`src/rtl/riscv_biu_arbiter_pkg.sv`:
```
// Shared types for the BIU arbiter slice: bus access sizes, arbitration
// source IDs and arbiter FSM states.
package biu_constants_pkg;

  typedef enum logic [2:0] {
    BYTE  = 3'b000,
    HWORD = 3'b001,
    WORD  = 3'b010,
    DWORD = 3'b011,
    QWORD = 3'b100
  } biu_size_t;

endpackage

package riscv_arb_pkg;

  typedef enum logic {
    ARB_SRC_IMEM = 1'b0,
    ARB_SRC_DMEM = 1'b1
  } arb_src_t;

  typedef enum logic {
    ARB_IDLE  = 1'b0,
    ARB_DLOCK = 1'b1
  } arb_state_t;

  // The source that is not s; used to hand priority across when both request.
  function automatic arb_src_t arb_other(input arb_src_t s);
    return (s == ARB_SRC_IMEM) ? ARB_SRC_DMEM : ARB_SRC_IMEM;
  endfunction

endpackage

```
`src/rtl/riscv_biu_arbiter_if.sv`:
```
// Bundle of the fetch port, data port and downstream memory bus seen by the
// arbiter. The slave modport is the arbiter's view; master is the view of
// the surrounding core and memory.
interface riscv_biu_arbiter_if
  import biu_constants_pkg::*;
#(
  parameter int XLEN = 32
);

  // fetch port
  logic            imem_req_i;
  logic [XLEN-1:0] imem_adr_i;
  logic            imem_gnt_o;
  logic [XLEN-1:0] imem_q_o;
  logic            imem_ack_o;
  logic            imem_err_o;

  // data port
  logic            dmem_req_i;
  logic [XLEN-1:0] dmem_adr_i;
  logic [XLEN-1:0] dmem_d_i;
  logic            dmem_we_i;
  biu_size_t       dmem_size_i;
  logic            dmem_lock_i;
  logic            dmem_gnt_o;
  logic [XLEN-1:0] dmem_q_o;
  logic            dmem_ack_o;
  logic            dmem_err_o;

  // downstream bus
  logic            mem_req_o;
  logic [XLEN-1:0] mem_adr_o;
  logic [XLEN-1:0] mem_d_o;
  logic            mem_we_o;
  biu_size_t       mem_size_o;
  logic            mem_gnt_i;
  logic [XLEN-1:0] mem_q_i;
  logic            mem_ack_i;
  logic            mem_err_i;

  // status
  logic            arb_proterr_o;

  modport slave (
    input  imem_req_i, imem_adr_i,
    output imem_gnt_o, imem_q_o, imem_ack_o, imem_err_o,
    input  dmem_req_i, dmem_adr_i, dmem_d_i, dmem_we_i, dmem_size_i, dmem_lock_i,
    output dmem_gnt_o, dmem_q_o, dmem_ack_o, dmem_err_o,
    output mem_req_o, mem_adr_o, mem_d_o, mem_we_o, mem_size_o,
    input  mem_gnt_i, mem_q_i, mem_ack_i, mem_err_i,
    output arb_proterr_o
  );

  modport master (
    output imem_req_i, imem_adr_i,
    input  imem_gnt_o, imem_q_o, imem_ack_o, imem_err_o,
    output dmem_req_i, dmem_adr_i, dmem_d_i, dmem_we_i, dmem_size_i, dmem_lock_i,
    input  dmem_gnt_o, dmem_q_o, dmem_ack_o, dmem_err_o,
    input  mem_req_o, mem_adr_o, mem_d_o, mem_we_o, mem_size_o,
    output mem_gnt_i, mem_q_i, mem_ack_i, mem_err_i,
    input  arb_proterr_o
  );

endinterface

```
`src/rtl/riscv_biu_arbiter_idfifo.sv`:
```
// riscv_arb_idfifo: in-order queue of source IDs for outstanding downstream
// transactions. A push and a pop in the same cycle both take effect, so a
// full queue can accept a push while its head is being retired.
module riscv_arb_idfifo
  import riscv_arb_pkg::*;
#(
  parameter int DEPTH = 2
)(
  input  logic                     clk_i,
  input  logic                     rst_ni,
  input  logic                     push,
  input  arb_src_t                 din,
  input  logic                     pop,
  output logic                     full,
  output logic                     empty,
  output arb_src_t                 head,
  output logic [$clog2(DEPTH):0]   count
);

  localparam int PTR_W = (DEPTH > 1) ? $clog2(DEPTH) : 1;
  localparam int CNT_W = $clog2(DEPTH) + 1;

  arb_src_t         slots [DEPTH];
  logic [PTR_W-1:0] wr_ptr;
  logic [PTR_W-1:0] rd_ptr;
  logic             wr_en;
  logic             rd_en;

  // Power-of-two depth lets the pointer wrap on overflow; a single slot never moves.
  function automatic logic [PTR_W-1:0] ptr_inc(input logic [PTR_W-1:0] p);
    if (DEPTH == 1) return '0;
    return p + 1'b1;
  endfunction

  assign full  = (count == CNT_W'(DEPTH));
  assign empty = (count == '0);
  assign head  = slots[rd_ptr];
  assign rd_en = pop & ~empty;
  assign wr_en = push & (~full | rd_en);

  // ID storage: data only, no reset needed since count gates every read.
  always_ff @(posedge clk_i) begin
    if (wr_en) slots[wr_ptr] <= din;
  end

  // Pointer and occupancy bookkeeping.
  always_ff @(posedge clk_i or negedge rst_ni) begin
    if (!rst_ni) begin
      wr_ptr <= '0;
      rd_ptr <= '0;
      count  <= '0;
    end else begin
      if (wr_en) wr_ptr <= ptr_inc(wr_ptr);
      if (rd_en) rd_ptr <= ptr_inc(rd_ptr);
      case ({wr_en, rd_en})
        2'b10:   count <= count + CNT_W'(1);
        2'b01:   count <= count - CNT_W'(1);
        default: count <= count;
      endcase
    end
  end

endmodule

```
`src/rtl/riscv_biu_arbiter.sv`:
```
// riscv_biu_arbiter: shares one downstream memory bus between the fetch and
// data ports. One requester is selected per cycle; the source of every
// accepted request is queued so in-order responses return to their issuer
// in the same cycle they arrive.
// Build option: RV12_ARB_ROUND_ROBIN_EN selects round-robin arbitration;
// without it the data port always wins over the fetch port.
module riscv_biu_arbiter
  import riscv_arb_pkg::*;
  import biu_constants_pkg::*;
#(
  parameter int XLEN  = 32,
  parameter int DEPTH = 2
)(
  input  logic                clk_i,
  input  logic                rst_ni,
  riscv_biu_arbiter_if.slave  bus
);

  localparam int CNT_W = $clog2(DEPTH) + 1;

  arb_state_t       state;
  arb_src_t         sel;
  arb_src_t         fifo_head;
  logic             fifo_full;
  logic             fifo_empty;
  logic [CNT_W-1:0] fifo_count;
  logic             sel_req;
  logic             resp;
  logic             resp_vld;
  logic             issue;
  logic             push;
  logic             drains;
  logic             proterr_q;

`ifdef RV12_ARB_ROUND_ROBIN_EN
  arb_src_t         last_src;

  // Remember who was granted last so the other source wins the next tie.
  always_ff @(posedge clk_i or negedge rst_ni) begin
    if (!rst_ni)   last_src <= ARB_SRC_IMEM;
    else if (push) last_src <= sel;
  end
`endif

  // Pick the requester for this cycle; a locked data sequence owns the bus.
  always_comb begin
    sel = ARB_SRC_IMEM;
    if (state == ARB_DLOCK) begin
      sel = ARB_SRC_DMEM;
    end
`ifdef RV12_ARB_ROUND_ROBIN_EN
    else if (bus.dmem_req_i && bus.imem_req_i) begin
      sel = arb_other(last_src);
    end
`endif
    else if (bus.dmem_req_i) begin
      sel = ARB_SRC_DMEM;
    end
  end

  // A response retiring the head frees a slot for a request in the same cycle.
  assign sel_req  = (sel == ARB_SRC_DMEM) ? bus.dmem_req_i : bus.imem_req_i;
  assign resp     = bus.mem_ack_i | bus.mem_err_i;
  assign resp_vld = rst_ni & resp & ~fifo_empty;
  assign issue    = rst_ni & sel_req & (~fifo_full | resp_vld);
  assign push     = issue & bus.mem_gnt_i;
  assign drains   = (fifo_count == CNT_W'(resp_vld)) & ~push;

  riscv_arb_idfifo #(
    .DEPTH (DEPTH)
  ) u_idfifo (
    .clk_i  (clk_i),
    .rst_ni (rst_ni),
    .push   (push),
    .din    (sel),
    .pop    (resp_vld),
    .full   (fifo_full),
    .empty  (fifo_empty),
    .head   (fifo_head),
    .count  (fifo_count)
  );

  // Forward the selected request downstream and route responses to the head's port.
  always_comb begin
    bus.mem_req_o  = issue;
    bus.mem_adr_o  = '0;
    bus.mem_d_o    = '0;
    bus.mem_we_o   = 1'b0;
    bus.mem_size_o = WORD;
    if (issue) begin
      if (sel == ARB_SRC_DMEM) begin
        bus.mem_adr_o  = bus.dmem_adr_i;
        bus.mem_d_o    = bus.dmem_d_i;
        bus.mem_we_o   = bus.dmem_we_i;
        bus.mem_size_o = bus.dmem_size_i;
      end else begin
        bus.mem_adr_o  = bus.imem_adr_i;
      end
    end

    bus.imem_gnt_o = push & (sel == ARB_SRC_IMEM);
    bus.dmem_gnt_o = push & (sel == ARB_SRC_DMEM);

    bus.imem_ack_o = 1'b0;
    bus.imem_err_o = 1'b0;
    bus.imem_q_o   = '0;
    bus.dmem_ack_o = 1'b0;
    bus.dmem_err_o = 1'b0;
    bus.dmem_q_o   = '0;
    if (resp_vld) begin
      if (fifo_head == ARB_SRC_IMEM) begin
        bus.imem_ack_o = bus.mem_ack_i;
        bus.imem_err_o = bus.mem_err_i;
        bus.imem_q_o   = bus.mem_q_i;
      end else begin
        bus.dmem_ack_o = bus.mem_ack_i;
        bus.dmem_err_o = bus.mem_err_i;
        bus.dmem_q_o   = bus.mem_q_i;
      end
    end
  end

  // Lock FSM: enter on a locked data grant, leave once unlocked and drained.
  always_ff @(posedge clk_i or negedge rst_ni) begin
    if (!rst_ni) begin
      state <= ARB_IDLE;
    end else begin
      case (state)
        ARB_IDLE: begin
          if (push && (sel == ARB_SRC_DMEM) && bus.dmem_lock_i) state <= ARB_DLOCK;
        end
        ARB_DLOCK: begin
          if (!bus.dmem_lock_i && drains) state <= ARB_IDLE;
        end
        default: state <= ARB_IDLE;
      endcase
    end
  end

  // Sticky flag for a response that arrives with nothing outstanding.
  always_ff @(posedge clk_i or negedge rst_ni) begin
    if (!rst_ni)                 proterr_q <= 1'b0;
    else if (resp && fifo_empty) proterr_q <= 1'b1;
  end

  assign bus.arb_proterr_o = proterr_q;

endmodule

```
`src/flat_wrapper.sv`:
```
// flat-port wrapper written by rule: the top's interface ports become plain ports
module riscv_biu_arbiter_flat import riscv_arb_pkg::*; import biu_constants_pkg::*;
#(
  parameter int XLEN  = 32,
  parameter int DEPTH = 2
)
  (clk_i, rst_ni, bus_imem_req_i, bus_imem_adr_i, bus_imem_gnt_o, bus_imem_q_o, bus_imem_ack_o, bus_imem_err_o, bus_dmem_req_i, bus_dmem_adr_i, bus_dmem_d_i, bus_dmem_we_i, bus_dmem_size_i, bus_dmem_lock_i, bus_dmem_gnt_o, bus_dmem_q_o, bus_dmem_ack_o, bus_dmem_err_o, bus_mem_req_o, bus_mem_adr_o, bus_mem_d_o, bus_mem_we_o, bus_mem_size_o, bus_mem_gnt_i, bus_mem_q_i, bus_mem_ack_i, bus_mem_err_i, bus_arb_proterr_o);
  riscv_biu_arbiter_if #(.XLEN(XLEN)) bus_i ();
  input  logic clk_i;
  input  logic rst_ni;
  input wire logic [$bits(bus_i.imem_req_i)-1:0] bus_imem_req_i;
  input wire logic [$bits(bus_i.imem_adr_i)-1:0] bus_imem_adr_i;
  output wire logic [$bits(bus_i.imem_gnt_o)-1:0] bus_imem_gnt_o;
  output wire logic [$bits(bus_i.imem_q_o)-1:0] bus_imem_q_o;
  output wire logic [$bits(bus_i.imem_ack_o)-1:0] bus_imem_ack_o;
  output wire logic [$bits(bus_i.imem_err_o)-1:0] bus_imem_err_o;
  input wire logic [$bits(bus_i.dmem_req_i)-1:0] bus_dmem_req_i;
  input wire logic [$bits(bus_i.dmem_adr_i)-1:0] bus_dmem_adr_i;
  input wire logic [$bits(bus_i.dmem_d_i)-1:0] bus_dmem_d_i;
  input wire logic [$bits(bus_i.dmem_we_i)-1:0] bus_dmem_we_i;
  input wire logic [$bits(bus_i.dmem_size_i)-1:0] bus_dmem_size_i;
  input wire logic [$bits(bus_i.dmem_lock_i)-1:0] bus_dmem_lock_i;
  output wire logic [$bits(bus_i.dmem_gnt_o)-1:0] bus_dmem_gnt_o;
  output wire logic [$bits(bus_i.dmem_q_o)-1:0] bus_dmem_q_o;
  output wire logic [$bits(bus_i.dmem_ack_o)-1:0] bus_dmem_ack_o;
  output wire logic [$bits(bus_i.dmem_err_o)-1:0] bus_dmem_err_o;
  output wire logic [$bits(bus_i.mem_req_o)-1:0] bus_mem_req_o;
  output wire logic [$bits(bus_i.mem_adr_o)-1:0] bus_mem_adr_o;
  output wire logic [$bits(bus_i.mem_d_o)-1:0] bus_mem_d_o;
  output wire logic [$bits(bus_i.mem_we_o)-1:0] bus_mem_we_o;
  output wire logic [$bits(bus_i.mem_size_o)-1:0] bus_mem_size_o;
  input wire logic [$bits(bus_i.mem_gnt_i)-1:0] bus_mem_gnt_i;
  input wire logic [$bits(bus_i.mem_q_i)-1:0] bus_mem_q_i;
  input wire logic [$bits(bus_i.mem_ack_i)-1:0] bus_mem_ack_i;
  input wire logic [$bits(bus_i.mem_err_i)-1:0] bus_mem_err_i;
  output wire logic [$bits(bus_i.arb_proterr_o)-1:0] bus_arb_proterr_o;
  assign bus_i.imem_req_i = bus_imem_req_i;
  assign bus_i.imem_adr_i = bus_imem_adr_i;
  assign bus_imem_gnt_o = bus_i.imem_gnt_o;
  assign bus_imem_q_o = bus_i.imem_q_o;
  assign bus_imem_ack_o = bus_i.imem_ack_o;
  assign bus_imem_err_o = bus_i.imem_err_o;
  assign bus_i.dmem_req_i = bus_dmem_req_i;
  assign bus_i.dmem_adr_i = bus_dmem_adr_i;
  assign bus_i.dmem_d_i = bus_dmem_d_i;
  assign bus_i.dmem_we_i = bus_dmem_we_i;
  assign bus_i.dmem_size_i = bus_dmem_size_i;
  assign bus_i.dmem_lock_i = bus_dmem_lock_i;
  assign bus_dmem_gnt_o = bus_i.dmem_gnt_o;
  assign bus_dmem_q_o = bus_i.dmem_q_o;
  assign bus_dmem_ack_o = bus_i.dmem_ack_o;
  assign bus_dmem_err_o = bus_i.dmem_err_o;
  assign bus_mem_req_o = bus_i.mem_req_o;
  assign bus_mem_adr_o = bus_i.mem_adr_o;
  assign bus_mem_d_o = bus_i.mem_d_o;
  assign bus_mem_we_o = bus_i.mem_we_o;
  assign bus_mem_size_o = bus_i.mem_size_o;
  assign bus_i.mem_gnt_i = bus_mem_gnt_i;
  assign bus_i.mem_q_i = bus_mem_q_i;
  assign bus_i.mem_ack_i = bus_mem_ack_i;
  assign bus_i.mem_err_i = bus_mem_err_i;
  assign bus_arb_proterr_o = bus_i.arb_proterr_o;
  riscv_biu_arbiter #(.XLEN(XLEN), .DEPTH(DEPTH)) u_core (.clk_i(clk_i), .rst_ni(rst_ni), .bus(bus_i));
endmodule
```
`config.mk`:
```
export PLATFORM = sky130hd
export DESIGN_NAME = riscv_biu_arbiter_flat
export DESIGN_NICKNAME = d
export VERILOG_FILES = /design/src/rtl/riscv_biu_arbiter_pkg.sv /design/src/rtl/riscv_biu_arbiter_if.sv /design/src/rtl/riscv_biu_arbiter_idfifo.sv /design/src/rtl/riscv_biu_arbiter.sv /design/src/flat_wrapper.sv
export SDC_FILE = /design/constraint.sdc
export NUM_CORES = 1
export LEC_CHECK = 0
export BUFFER_PORTS_ARGS = -buffer_cell sky130_fd_sc_hd__buf_2
export CORE_AREA = 2 2 108 110
export CTS_CLUSTER_SIZE = 25
export DETAILED_ROUTE_END_ITERATION = 12
export DIE_AREA = 0 0 110 112
export PLACE_DENSITY = 0.57
export SKIP_CTS_REPAIR_TIMING = 1
export SYNTH_ARGS = -nofsm -noshare
export SYNTH_HDL_FRONTEND = slang
export SYNTH_SLANG_ARGS = --single-unit
```
`constraint.sdc`:
```
create_clock -name clk_i -period 3.63 [get_ports clk_i]
set_input_delay 0.726 -clock clk_i [delete_from_list [all_inputs] [get_ports clk_i]]
set_output_delay 0.726 -clock clk_i [all_outputs]
set_load 0.01 [all_outputs]
```
* Word-level counts from Yosys, hierarchy flattened
Memory sizes are Yosys's and may differ from the RTL's.
Index checks and enable logic that the tools add are counted.
** Storage, ports and cells
- Register bits after elaboration :: 6
- Memory bits (writable) :: 2
- Word-level logic and storage cells :: 68
- Memories :: 1
** Operators by class
- Add/sub/neg operators :: 4
- Eq/ne operators :: 4
- Mux-type cells :: 29
- Bitwise logic cells :: 18
- Reduce and logical (&&, ||, !) cells :: 7
** Memory list
- u_core.u_idfifo.slots :: depth 2, bits a word 1, read ports 1, clocked after memory_dff 0, write ports 1, RTL line riscv_biu_arbiter_idfifo.sv:23 : arb_src_t slots [DEPTH];
** Operator list (number)
- $mux 32 :: 8
- $mux 1 :: 17
- $and 1x1->1 :: 10
- $mux 3 :: 2
- $not 1->1 :: 5
- $eq 2x2->1 const B :: 2
- $logic_and 1x1->1 :: 4
- $pmux 2 s2 :: 1
- $or 1x1->1 :: 3
- $add 1x1->1 const B :: 2
- $add 2x1->2 const B :: 1
- $eq 2x1->1 :: 1
- $eq 2x1->1 const B :: 1
- $logic_not 2->1 :: 1
- $pmux 1 s2 :: 1
- $reduce_bool 2->1 :: 1
- $sub 2x1->2 const B :: 1
- $logic_not 1->1 :: 1

* Longest topological paths before layout
Gate-level depths: netlist of run 1.
- Word-level depth :: 11
- Mapped depth :: 7
- Depth with buffers taken out :: 6

* By module
From an unflattened synthesis of run 1, not the netlist that was laid out.
** Unflattened totals
- Cell total of the unflattened synthesis :: 277
- Area total of the unflattened synthesis :: 1781.7 µm²
** By module, submodules not included
- riscv_biu_arbiter :: times used 1, cells each 255, area each 1492.7 µm², seq. area each 50.0 µm²
- riscv_arb_idfifo :: times used 1, cells each 22, area each 289.0 µm², seq. area each 160.2 µm²

* Worst setup path before layout of run 1
OpenSTA, ideal clock, no wires.
- Path type :: input port to output port
- Start :: in bus_mem_err_i
- End :: out bus_mem_d_o[10]
- Arrival time :: 1.718 ns
- Required time :: 2.904 ns
- Slack :: 1.186 ns
- Stages on the path :: 4
- Cells stage by stage :: or4b_4 buf_6 buf_6 and3_1
** Between the ends
- Cells in the longest elaborated chain, start to end :: 6
** Ends and longest elaborated chain
- from (decl) :: RTL line flat_wrapper.sv:35 : input wire logic [$bits(bus_i.mem_err_i)-1:0] bus_mem_err_i;
- $or 1x1->1 :: RTL line riscv_biu_arbiter.sv:63 : assign resp = bus.mem_ack_i | bus.mem_err_i;
- $and 1x1->1 (2 in a row) :: RTL line riscv_biu_arbiter.sv:64 : assign resp_vld = rst_ni & resp & ~fifo_empty;
- $or 1x1->1 :: RTL line riscv_biu_arbiter.sv:65 : assign issue = rst_ni & sel_req & (~fifo_full | resp_vld);
- $and 1x1->1 :: RTL line riscv_biu_arbiter.sv:65
- $mux 32 :: RTL line riscv_biu_arbiter.sv:90 : if (issue) begin
- to (decl) :: RTL line flat_wrapper.sv:29 : output wire logic [$bits(bus_i.mem_d_o)-1:0] bus_mem_d_o;
No other way between the ends.

* Worst setup path in the final report of run 1
- Start :: in bus_mem_err_i
- End :: out bus_mem_adr_o[27]
** Between the ends
- Cells in the longest elaborated chain, start to end :: 6
** Ends and longest elaborated chain
- $or 1x1->1 :: RTL line riscv_biu_arbiter.sv:63
- $and 1x1->1 (2 in a row) :: RTL line riscv_biu_arbiter.sv:64
- $or 1x1->1 :: RTL line riscv_biu_arbiter.sv:65
- $and 1x1->1 :: RTL line riscv_biu_arbiter.sv:65
- $mux 32 :: RTL line riscv_biu_arbiter.sv:90
- to (decl) :: RTL line flat_wrapper.sv:28 : output wire logic [$bits(bus_i.mem_adr_o)-1:0] bus_mem_adr_o;
No other way between the ends.

==> results.cfg, run 1 <==
[route]
via_per_inst = 3.94
num_vias = 2646
wire_per_inst_um = 10.9
routed_wl_um = 7330
ant_nets = 0
route.detailed.drc = 0
firstDrtPassIters = 4
drtIter0Drc = 85

[global_route]
grt_max_degree = 41
grt_pass1_wl_um = 11100
grt.total_usage_pct = 11.0
antenna_found_initial = 0
grt_pass1_vias = 2424
grt_overflow = 0

[clock_tree]
htree_levels = 1
cts-root-buf = clkbuf_16
cts_buffer_depth = 2
cts_sinks = 8
clk_latency_ns = 0.23
cts_buffers = 3
cts_tree = yes
cts.clk_slew.worst_paths_ns = 0.04

[die]
die_w_um = 110
start_util_pct = 14.5
die_h_um = 112
die_area_um2 = 12300
placement_rows = 39
ios = 280
coreArea_um2 = 11200

[logic_synthesis]
synth_area_leaders = and2_1 27%, nand2_1 15%, and3_1 14%, a21oi_1 10%, dfrtp_1 9.2%
synth_ff_type = dfrtp_1
postSynthAreaPerCell_um2 = 6.18
synth_seq_cells = 8
syn_area_um2 = 1620
ys_async_sr_fraction_pct = 75.0
yosysSeqAreaShare_pct = 12.9
synth_edf_count = 2
syn_nets = 404
synth_cell_type_count = 26
synth_top_area_share_pct = 26.6
yosys_warnings = 0
syn-instance-count = 263
yosysTopAreaCell = and2_1

[power_and_ir_drop]
internal_power_uw = 598
ir_drop_mv = 0.145
pwr-share-clk_pct = 18.1
p_total_mw = 1.08
power.share.switching_pct = 44.6
power.leakage_nw = 2.13
comb_power_share_pct = 66.5
p_per_area_nw_per_um2 = 336
pwr-share-seq_pct = 15.4
p_switching_uw = 481

[cells_and_area]
fin_nets = 670
seqCellArea_um2 = 210
most-common-layout-cells = 279 x buf_2, 69 x and2_1, 64 x nand2_1
final_area_um2 = 3210
final_common_cell = buf_2
multiInputGateArea_um2 = 1260
layout-drive-gt1-share_pct = 55.9
syn2layout_area_growth_pct = 97.7
antennaDiodeCount = 0
fill_cells = 1234

[timing]
hold_viol = 0
slew_headroom_pct = 62.2
worst_clock_skew_ns = 0.000899
rsz0062_at_grt = false
min_period_ns = 2.92
finalSetupViolCount = 0
setup-tns-final_ns = 0
tightest_slew_ns = 0.567
maxSlewViolCount = 0
clock.fmax_mhz = 342
fin_crit_sh_pct = 80.5

[worst_setup_path]
crit_arrival_ns = 2.20
required_ns = 2.90
critPathKind = in2out
cp-start-kind = input port
crit_path_end_kind = primary output
crit_path_max_fanout = 40

[placed_design]
routabilityCongestion = 0.748
postPlaceCellArea_um2 = 3130
place_hpwl_um = 5750
io_buffer_count = 279

[status]
outcome = completed

[flow_run]
max-cap-violations = 0

[worst_hold_path]
worstHoldPathType = in2async
## power groups by stage
stage               Clock [mW]  Sequential [mW]  Combinational [mW]
CTS                      0.200            0.165               0.735
detailed placement           0            0.166               0.731
floorplan                    0            0.147               0.457
finish                   0.196            0.166               0.718
global route             0.206            0.171               0.810
global placement             0            0.166               0.733
## area by class of cell
class | count | area share [%]
clock buffer | 4 | 2.46
sequential | 8 | 6.55
tap | 143 | 5.57
inverter | 4 | 0.468
multi-input combinational | 227 | 39.3
timing repair buffer | 285 | 45.7
## stage by stage
step	std cells	setup WS, ns	hold slack [ns]	utilization, %
2_1_floorplan	263	1.19	0.430	-
3_3_place_gp	667	0.708	0.448	28.0
3_5_place_dp	667	0.712	0.456	28.0
4_1_cts	671	0.704	0.427	28.7
5_1_grt	671	0.632	0.437	28.7
6_report	671	0.707	0.425	28.7
## synth_stat cells, drive strengths merged, types with 2 or more instances
cell    count
and2       69
nand2      64
and3       37
a21oi      33
clkbuf     16
buf         8
dfrtp       6
nor2        6
inv         4
xnor2       4
edfxtp      2
nor2b       2
## flip-flops by register name (all words and copies together) (netlist names)
| name | count |
|---|---|
| u_core.state | 1 |
| u_core.u_idfifo.count | 2 |
| u_core.bus.arb_proterr_o | 1 |
| u_core.u_idfifo.slots | 2 |
| u_core.u_idfifo.rd_ptr | 1 |
| u_core.u_idfifo.wr_ptr | 1 |
## cell families (layout without fill, tap and decap cells)
| family | after synthesis | count (layout) | synth area share, % |
|---|---|---|---|
| xor gates and xnor gates | 5 | 5 | 2.70 |
| muxes | 1 | 1 | 0.616 |
| buffers and inverters | 28 | 293 | 9.71 |
| AOI/OAI and AO/OA | 40 | 40 | 14.2 |
| adders and majority gates | 1 | 1 | 0.770 |
| and+or+nand+nor | 180 | 180 | 59.1 |
| DFF | 8 | 8 | 12.9 |
## layer usage
| metal | track usage [%] | part of all wire, % |
|---|---|---|
| met5 | 0 | 0 |
| met4 | 1.01 | 0.11 |
| met3 | 2.22 | 9.5 |
| met2 | 21.1 | 49 |
| met1 | 12.6 | 41 |
## critical path, stage by stage
cell and delay (ns):
buf_2 0.13, or4b_4 0.70, o211ai_2 0.17, buf_12 0.22
a21oi_1 0.08, buf_2 0.14
## path summary, 6_finish.rpt
path / startpoint / end / slack [ns] / depth (start not counted)
max: bus_mem_err_i / bus_mem_adr_o[27] / 0.71 / 6
max reg2reg: u_core.u_idfifo.count[0] / u_core.u_idfifo.count[1] / 1.48 / 5
min: rst_ni / u_core.bus.arb_proterr_o / 0.42 / 2
max in group asynchronous: rst_ni / u_core.state / 3.06 / 2
min reg2reg: u_core.bus.arb_proterr_o / u_core.bus.arb_proterr_o / 0.47 / 2
min in group clk_i: u_core.bus.arb_proterr_o / u_core.bus.arb_proterr_o / 0.47 / 2
No activity file was read; power rests on OpenSTA's default activity.
==> inputs of run 2 (changes only) <==
--- a/config.mk
+++ b/config.mk
@@ -5,12 +5,13 @@
 export SDC_FILE = /design/constraint.sdc
 export NUM_CORES = 1
 export LEC_CHECK = 0
+export ABC_AREA = 1
 export BUFFER_PORTS_ARGS = -buffer_cell sky130_fd_sc_hd__buf_2
 export CORE_AREA = 2 2 108 110
 export CTS_CLUSTER_SIZE = 25
 export DETAILED_ROUTE_END_ITERATION = 12
 export DIE_AREA = 0 0 110 112
-export PLACE_DENSITY = 0.57
+export PLACE_DENSITY = 0.61
 export SKIP_CTS_REPAIR_TIMING = 1
 export SYNTH_ARGS = -nofsm -noshare
 export SYNTH_HDL_FRONTEND = slang
==> constraint.sdc (replaced) <==
create_clock -name clk_i -period 2.4 [get_ports clk_i]
set_input_delay 0.48 -clock clk_i [delete_from_list [all_inputs] [get_ports clk_i]]
set_output_delay 0.48 -clock clk_i [all_outputs]
set_load 0.01 [all_outputs]
==> results.cfg, run 2 <==
[status]
outcome = completed

[logic_synthesis]
syn_area_um2 = 1920
syn_nets = 493
synth_top_cells_by_count = 110 x nand2_1, 66 x nor3_1, 44 x inv_1, 34 x a21oi_1
ys_async_sr_fraction_pct = 75.0
synth_cell_type_count = 25
synth_ff_type = dfrtp_1
synth_seq_cells = 8
syn-instance-count = 352
yosysSeqAreaShare_pct = 11.0
postSynthAreaPerCell_um2 = 5.45
yosysTopAreaCell = nand2_1
yosys_warnings = 0
yosysMostFrequentCell = nand2_1
synth_area_leaders = nand2_1 22%, nor3_1 17%, nor2_4 12%, a21oi_1 8.9%, inv_1 8.6%
synth_top_area_share_pct = 21.5
synth_edf_count = 2

[clock_tree]
cts-root-buf = clkbuf_16
cts_sinks = 8
clk_latency_ns = 0.23
htree_levels = 1
cts_buffers = 3
cts_buffer_depth = 2
cts.clk_slew.worst_paths_ns = 0.04
cts_tree = yes

[die]
placement_rows = 39
die_w_um = 110
ios = 280
die_area_um2 = 12300
coreArea_um2 = 11200
start_util_pct = 17.2
die_h_um = 112

[power_and_ir_drop]
internal_power_mw = 1.06
pwr-share-seq_pct = 10.6
ir_drop_mv = 0.350
power.leakage_nw = 2.26
comb_power_share_pct = 76.5
p_per_area_nw_per_um2 = 637
power.share.switching_pct = 53.1
pwr-share-clk_pct = 12.8
p_switching_mw = 1.20

[timing]
hold_viol = 0
finalSetupViolCount = 0
worst_clock_skew_ns = 0.00249
clock.fmax_mhz = 458
slew_headroom_pct = 61.8
setup-tns-final_ns = 0
maxSlewViolCount = 0
layout_setup_ws_ns = 0.217
rsz0062_at_grt = false
tightest_slew_ns = 0.573
fin_crit_sh_pct = 91.0
min_period_ns = 2.18

[worst_setup_path]
crit_path_end_kind = primary output
cp-start-kind = input port
critPathKind = in2out
crit_path_max_fanout = 27
crit_arrival_ns = 1.70
required_ns = 1.92

[route]
num_vias = 3120
ant_nets = 0
wire_per_inst_um = 11.2
routed_wl_um = 8520
route.detailed.drc = 0
firstDrtPassIters = 6
via_per_inst = 4.11
drtIter0Drc = 149

[placed_design]
routabilityCongestion = 0.806
dp.cells = 755
post-place-ws_ns = 0.220
io_buffer_count = 279
postPlaceCellArea_um2 = 3460
place_hpwl_um = 7190

[cells_and_area]
final_common_cell = buf_2
syn2layout_area_growth_pct = 84.6
final_area_um2 = 3540
fin_cells = 759
reg.largest.list = u_core.u_idfifo.count: 2 flops, u_core.u_idfifo.slots: 2 flops
fin_nets = 758
layout-drive-gt1-share_pct = 52.6
antennaDiodeCount = 0
most-common-layout-cells = 279 x buf_2, 109 x nand2_1, 66 x nor3_1

[worst_hold_path]
worstHoldPathType = in2async

[global_route]
grt_max_degree = 72
antenna_found_initial = 1
grt.total_usage_pct = 12.3
grt_overflow = 0
grt_pass1_wl_um = 12400
grt_pass1_vias = 2655

[flow_run]
max-cap-violations = 0
## run 2: worst paths after layout
kind / slack [ns] / cells after the start / startpoint / end
min: 0.07 / 1 / rst_ni / u_core.u_idfifo.rd_ptr
min reg2reg: 0.47 / 1 / u_core.bus.arb_proterr_o / u_core.bus.arb_proterr_o
max in group asynchronous: 2.04 / 2 / rst_ni / u_core.u_idfifo.wr_ptr
min in group clk_i: 0.45 / 3 / bus_dmem_lock_i / u_core.state
max: 0.22 / 7 / bus_mem_err_i / bus_mem_d_o[7]
max reg2reg: 0.54 / 6 / u_core.u_idfifo.count[0] / u_core.u_idfifo.count[1]
## run 2: power groups by stage
stage	sequential (mW)	combinational [mW]	clock [mW]
after detailed placement	0.241	1.75	0
final	0.239	1.73	0.290
after global routing	0.247	1.93	0.305
after floorplan	0.224	1.15	0
after global placement	0.240	1.75	0
after CTS	0.240	1.76	0.295
## run 2: final cells by class
cell class | count | area, um2
tap | 143 | 179
sequential | 8 | 210
multi-input combinational | 268 | 1370
fill | 1273 | 7630
inverter | 46 | 173
timing repair buffer | 290 | 1530
clock buffer | 4 | 78.8
## run 2: critical path, cell delays in order
cell and delay [ns]:
buf_2 0.12, o21ai_0 0.28, nand2_2 0.14, nand2_4 0.18, buf_12 0.28, nor2_1 0.07, buf_2 0.14
## run 2: metrics by stage
stage               util [%]  hold WS, ns  power (mW)
floorplan                  -        0.184        1.37
global placement        31.0        0.320        1.99
detailed placement      31.0        0.315        1.99
CTS                     31.7       0.0683        2.29
global route            31.7       0.0759        2.48
finish                  31.7       0.0702        2.25
## run 2: kinds of logic (layout without fill, tap and decap cells)
logic type / Yosys count / count (layout) / share of synthesized area, %
xor+xnor: 4 / 4 / 1.83
fa+ha+maj: 1 / 1 / 0.652
compound gates: 38 / 38 / 10.5
flops: 8 / 8 / 11.0
simple gates: 225 / 225 / 57.7
buf+inv: 76 / 340 / 18.4
## run 2: layer usage
layer	up-vias	global-route usage (%)	wire (um)
li1	1625	-	-
met1	1319	14.1	3180
met2	170	24.0	4420
met3	6	1.58	853
met4	0	1.77	69
met5	-	0	0
